[config.mk]
export PLATFORM = sky130hd
export DESIGN_NAME = nibble_io_bridge
export DESIGN_NICKNAME = d
export VERILOG_FILES = /design/src/rtl/nibble_io_bridge.sv
export SDC_FILE = /design/constraint.sdc
export NUM_CORES = 1
export LEC_CHECK = 0
export ABC_AREA = 0
export BUFFER_PORTS_ARGS = -buffer_cell sky130_fd_sc_hd__buf_2
export CAP_MARGIN = 20
export CELL_PAD_IN_SITES_DETAIL_PLACEMENT = 1
export CELL_PAD_IN_SITES_GLOBAL_PLACEMENT = 2
export CORE_UTILIZATION = 42
export CTS_BUF_LIST = sky130_fd_sc_hd__clkbuf_8 sky130_fd_sc_hd__clkbuf_16
export CTS_CLUSTER_SIZE = 10
export DETAILED_ROUTE_END_ITERATION = 10
export PLACE_DENSITY = 0.84
export SETUP_SLACK_MARGIN = 0.15
export SLEW_MARGIN = 0
export SYNTH_ARGS = -nofsm -noshare
export SYNTH_HDL_FRONTEND = slang
export SYNTH_SLANG_ARGS = --single-unit
[constraint.sdc]
create_clock -name clk -period 3.4 [get_ports clk]
set_input_delay 0.51 -clock clk [delete_from_list [all_inputs] [get_ports clk]]
set_output_delay 0.51 -clock clk [all_outputs]
set_load 0.01 [all_outputs]
[src/rtl/nibble_io_bridge.sv]
// nibble_io_bridge: bridges a CPU's toggle-strobed nibble ports to byte-wide valid/ready host streams.
module nibble_io_bridge #(
  parameter int DEPTH = 4
) (
  input  logic       clk,
  input  logic       reset,
  input  logic [3:0] Out0,
  input  logic [3:0] Out1,
  output logic [3:0] In0,
  output logic [3:0] In1,
  output logic [7:0] tx_data,
  output logic       tx_valid,
  input  logic       tx_ready,
  input  logic [7:0] rx_data,
  input  logic       rx_valid,
  output logic       rx_ready
);
  localparam int AW = $clog2(DEPTH);
  localparam logic [AW:0] FULL = (AW+1)'(DEPTH);
  typedef enum logic {W_HI, W_LO} w_t;
  typedef enum logic [1:0] {R_EMPTY, R_HI, R_LO} r_t;
  w_t w_st, w_nx;
  r_t r_st, r_nx;
  logic [3:0] o0_r, hi_r;
  logic [1:0] o1_r, p1_r;
  logic clr_r, err_r, err_set, unused_ok;
  logic [7:0] hold_r;
  logic [7:0] tx_mem [DEPTH];
  logic [7:0] rx_mem [DEPTH];
  logic [AW-1:0] tx_rd, tx_wr, rx_rd, rx_wr;
  logic [AW:0] tx_cnt, rx_cnt;
  logic wstb, rack, tx_full, rx_full, rx_ne;
  logic tx_push_req, tx_push, tx_pop, rx_push, rx_pop;
  assign unused_ok = Out1[2];
  // Toggles are edges of the registered control bits; soft clear discards them.
  assign wstb = (o1_r[0] ^ p1_r[0]) & ~clr_r;
  assign rack = (o1_r[1] ^ p1_r[1]) & ~clr_r;
  assign tx_full = tx_cnt == FULL;
  assign rx_full = rx_cnt == FULL;
  assign rx_ne = rx_cnt != '0;
  assign tx_valid = tx_cnt != '0;
  assign tx_data = tx_valid ? tx_mem[tx_rd] : 8'h00;
  assign tx_pop = tx_valid & tx_ready;
  assign tx_push_req = wstb & (w_st == W_LO);
  assign tx_push = tx_push_req & (~tx_full | tx_pop);
  assign rx_ready = ~rx_full & ~reset & ~clr_r;
  assign rx_push = rx_valid & rx_ready;
  always_comb begin
    w_nx = wstb ? (w_st == W_HI ? W_LO : W_HI) : w_st;
    r_nx = r_st;
    rx_pop = 1'b0;
    err_set = tx_push_req & ~tx_push;
    case (r_st)
      R_EMPTY: begin
        rx_pop = rx_ne;
        r_nx = rx_ne ? R_HI : R_EMPTY;
        err_set = err_set | rack;
      end
      R_HI: r_nx = rack ? R_LO : R_HI;
      R_LO: begin
        rx_pop = rack & rx_ne;
        r_nx = rack ? (rx_ne ? R_HI : R_EMPTY) : R_LO;
      end
      default: r_nx = R_EMPTY;
    endcase
    In0 = r_st == R_HI ? hold_r[7:4] : r_st == R_LO ? hold_r[3:0] : 4'h0;
    In1 = {err_r, tx_full, r_st == R_LO, r_st != R_EMPTY};
  end
  always_ff @(posedge clk) begin
    if (tx_push) tx_mem[tx_wr] <= {hi_r, o0_r};
    if (rx_push) rx_mem[rx_wr] <= rx_data;
  end
  always_ff @(posedge clk) begin
    if (reset) begin
      o0_r <= '0;
      o1_r <= '0;
      p1_r <= '0;
      clr_r <= 1'b0;
      w_st <= W_HI;
      r_st <= R_EMPTY;
      hi_r <= '0;
      hold_r <= '0;
      err_r <= 1'b0;
      tx_rd <= '0;
      tx_wr <= '0;
      tx_cnt <= '0;
      rx_rd <= '0;
      rx_wr <= '0;
      rx_cnt <= '0;
    end else begin
      o0_r <= Out0;
      o1_r <= Out1[1:0];
      p1_r <= o1_r;
      clr_r <= Out1[3];
      if (clr_r) begin
        w_st <= W_HI;
        r_st <= R_EMPTY;
        hold_r <= '0;
        err_r <= 1'b0;
        tx_rd <= '0;
        tx_wr <= '0;
        tx_cnt <= '0;
        rx_rd <= '0;
        rx_wr <= '0;
        rx_cnt <= '0;
      end else begin
        w_st <= w_nx;
        r_st <= r_nx;
        err_r <= err_r | err_set;
        if (wstb && w_st == W_HI) hi_r <= o0_r;
        if (rx_pop) hold_r <= rx_mem[rx_rd];
        if (tx_push) tx_wr <= tx_wr + AW'(1);
        if (tx_pop) tx_rd <= tx_rd + AW'(1);
        if (rx_push) rx_wr <= rx_wr + AW'(1);
        if (rx_pop) rx_rd <= rx_rd + AW'(1);
        tx_cnt <= tx_cnt + (AW+1)'(tx_push) - (AW+1)'(tx_pop);
        rx_cnt <= rx_cnt + (AW+1)'(rx_push) - (AW+1)'(rx_pop);
      end
    end
  end
endmodule

==> impl_summary.txt <==
----------------------------------------------------
[Floorplan]
  Chip width ... 102 um
  Initial core utilization ... 43.2%
  Number of cell rows ... 36
  Area of the core region ... 0.00973 mm^2
  Floorplan die area ... 0.0104 mm^2
  Ports ... 38
  Die Height ... 102 um

[Worst hold path]
  Depth of the worst hold-timing path ... 2
  Hold Crit Class ... in2reg
  Worst hold path startpoint ... Out0[0]
  Hold Path Sink ... o0_r[0]

[Synthesis]
  Share of synthesized area occupied by flip-flops and latches ... 65.3%
  Post-synthesis net count ... 308
  Mapped Area ... 0.00420 mm^2
  Synth top area cells ... edfxtp_1 (46%), dfxtp_1 (20%), mux4_2 (8.6%)
  Number of flops mapped to enable cells by yosys ... 64
  Top cell type by total area after synthesis ... edfxtp_1
  Synthesis-stage register bit count ... 105
  Fraction of registers with async set/reset ... 0%
  Post-synthesis cell type count ... 39
  Number of warnings issued by yosys ... 0
  Top FF cell, synth ... edfxtp_1
  Cell types with the highest counts after synthesis ... edfxtp_1 (64), dfxtp_1 (41), nor2_1 (28), and2_1 (19), mux4_2 (16)
  Cells after synthesis ... 275
  Proportion of netlist area held by the largest area contributor ... 45.7%
  Average cell area after synthesis ... 15.3 um^2
  Most common cell in the synthesized netlist ... edfxtp_1

[Finish]
  Area of the multi-input gates ... 0.00134 mm^2
  Number of diodes added for antenna fixing ... 0
  Layout cells sized above 1 ... 23.7%
  Number of fill cells ... 974
  Area added between synthesis and finish ... 11.2%
  Area occupied by registers ... 0.00274 mm^2
  Final cell count without fillers ... 449
  Number of nets in the final layout ... 344

[Worst setup path]
  Worst reg2reg path depth ... 10
  Category of cells accounting for the largest share of critical-path delay ... adder cells
  Largest stage delay on the critical path ... 0.45 ns
  Critical Path, Cell by Cell ... or2_1, a211oi_4, inv_1, ha_1, inv_1, ha_1, fa_1, xnor2_1, xnor2_1, nor2_1
  CP Launch Type ... flop
  Reg-to-reg critical path startpoint ... clr_r
  R2R Path End ... rx_cnt[2]
  Cell at the slowest stage of the critical path ... dfxtp_1
  Buffers and inverters on the worst path ... 2
  Setup crit end kind ... flop
  Worst Path Max Fanout ... 11
  Arrival time reported for the critical path endpoint ... 2.86 ns
  Crit path kind ... reg2reg
  Setup slack, reg-to-reg ... 0.80 ns
  CP required ... 3.65 ns
  Launch point of the worst path ... clr_r

[Flow run]
  Number of maximum-capacitance constraint violations ... 0

[Place]
  Number of port buffers ... 36
  Placer Congestion ... 0.698
  Placed cell count ... 433
  Post-detailed-placement half-perimeter wirelength ... 4.99 mm

[Global route]
  First-pass GRT wire length ... 11.4 mm
  GRT Util Overall ... 14.8%
  Via count of the first global-routing pass ... 2,331
  Total grt overflow ... 0
  Pin count of the biggest net entering global routing ... 24
  Antenna violations before repair ... 0

[Pwr]
  Peak VDD IR ... 0.260 mV
  Pwr/cell area ... 631 mW/mm^2
  Power Total ... 2.95 mW
  Leakage ... 1.71 nW

[Status]
  Result of the run ... complete, no violations

[STA]
  Least-Margin Pin Slew ... 0.732 ns
  Relative slew slack ... 50.5%
  Post-route fraction of the period consumed by the critical path ... 76.6%
  Final min period ... 2.60 ns
  Final hold violation count ... 0
  Worst Clk Skew ... 0.0161 ns
  Setup-failing EPs final ... 0
  Highest Clock Rate ... 384 MHz
  RSZ-0062 raised after global routing ... false
  Max-slew violation count ... 0
  Post-route setup TNS ... 0 ns

[Route]
  Number of iterations in the first detailed-routing pass ... 4
  Detail-routed via count per cell ... 4.87
  Remaining DRCs ... 0
  Total vias in the final route ... 2,188
  Violation count after the first detailed-routing iteration ... 65
  DRT antenna net count ... 0
  Routed WL per cell ... 15.6 um
  Detailed Route WL ... 7.00 mm

[Clock network]
  Clock transition at the register clock pins on the worst setup and hold paths after CTS ... 0.11 ns
  Inserted Clock Buffers ... 9
  Post-cts hold buffer count ... 0
  Clk root buf ... clkbuf_8
  Worst-skew pair later-pin latency ... 0.37 ns
  Buffer depth of the longest clock path ... 2
  Clock sinks ... 105
  Clock tree from TritonCTS ... built
  Postcts setup bufs ... 0
  Post-cts gate resize count ... 0
  Maximum level of the CTS H-tree ... 3

----------------------------------------------------
[how the worst max path moves through the flow]
stage                      endpoint  slack (ns)  cells past startpoint
after detailed placement  rx_cnt[2]        0.47                     11
after CTS                 rx_cnt[2]        0.72                     10
final                     rx_cnt[2]        0.80                     10
after global routing      rx_cnt[2]        0.58                     10
after global placement    rx_cnt[2]        0.58                     11
after floorplan           rx_cnt[2]        0.85                     11
[cell families (layout without fill, tap and decap cells)]
kind of cell / after synthesis / after routing / share of synthesized area [%]
AOI/OAI and AO/OA: 18 / 18 / 3.66
xor gates and xnor gates: 12 / 12 / 2.50
adders and majority gates: 13 / 13 / 4.23
buffers and inverters: 23 / 64 / 2.74
DFF: 105 / 105 / 65.3
muxes: 28 / 28 / 11.4
and+or+nand+nor: 76 / 76 / 10.2
[layout make-up]
| class | count | area share (%) |
|---|---|---|
| sequential | 105 | 58.7 |
| multi-input combinational | 147 | 28.8 |
| timing repair buffer | 38 | 4.18 |
| tap | 133 | 3.56 |
| clock buffer | 9 | 2.65 |
| clock inverter | 7 | 1.31 |
| inverter | 10 | 0.804 |
[through the flow]
step	util, %	area [um^2]	hold WS (ns)	worst slack [ns]
floorplan	-	4200	0.443	0.852
global placement	46.1	4490	0.473	0.581
detailed placement	46.1	4490	0.476	0.471
CTS	48.0	4670	0.332	0.720
global route	48.0	4670	0.330	0.577
finish	48.0	4670	0.345	0.797
[state kept, by name, summed over array words and instances (netlist names), named ones only]
| signal | count |
|---|---|
| p1_r | 2 |
| o1_r | 2 |
| hi_r | 4 |
| rx_cnt | 3 |
| tx_cnt | 3 |
| clr_r | 1 |
| rx_wr | 2 |
| err_r | 1 |
| hold_r | 8 |
| r_st | 2 |
| tx_wr | 2 |
| tx_rd | 2 |
| rx_rd | 2 |
| o0_r | 4 |
| rx_mem | 32 |
| tx_mem | 32 |
| w_st | 1 |
[layout by cell type (no fill, tap or decap), types with 2 or more instances in the layout]
master | netlist | final
a21o_1 | 2 | 2
inv_6 | 0 | 2
inv_1 | 10 | 11
buf_4 | 2 | 2
edfxtp_1 | 64 | 64
xor2_1 | 4 | 4
inv_8 | 0 | 2
a21oi_1 | 2 | 2
a22o_1 | 4 | 4
nor2_1 | 28 | 28
o31ai_1 | 2 | 2
clkbuf_8 | 0 | 9
and2b_1 | 3 | 3
nand2_1 | 3 | 3
o21ai_0 | 3 | 3
nor3b_1 | 3 | 3
nor2b_1 | 8 | 8
nor4b_1 | 2 | 2
mux2i_1 | 12 | 12
ha_1 | 11 | 11
nand3_1 | 2 | 2
xnor2_1 | 8 | 8
fa_1 | 2 | 2
dfxtp_1 | 41 | 41
a211oi_4 | 2 | 2
buf_2 | 2 | 36
nor3_1 | 2 | 2
clkinv_4 | 0 | 2
and2_1 | 19 | 19
mux4_2 | 16 | 16
[routing by layer]
layer | vias up | GRT usage [%] | part of all wire (%)
met3 | 11 | 3.01 | 2.9
met5 | - | 0 | 0
li1 | 1055 | - | -
met1 | 1093 | 16.9 | 44
met4 | 0 | 5.27 | 1.0
met2 | 29 | 27.3 | 52
[worst reg2reg max path, stage by stage, from the launching register on]
cell and delay, ns:
dfxtp_1 0.45, or2_1 0.32, a211oi_4 0.37, inv_1 0.08
ha_1 0.28, inv_1 0.04, ha_1 0.18, fa_1 0.39
xnor2_1 0.19, xnor2_1 0.15, nor2_1 0.05
[where the power goes]
group	internal (mW)	switching [mW]	total [mW]	leakage (nW)
Clock	0.282	0.446	0.729	0.0994
Combinational	0.342	0.326	0.667	0.694
Sequential	1.44	0.108	1.55	0.919
Total	2.07	0.880	2.95	1.71
Power figures use the tool's default switching activity.
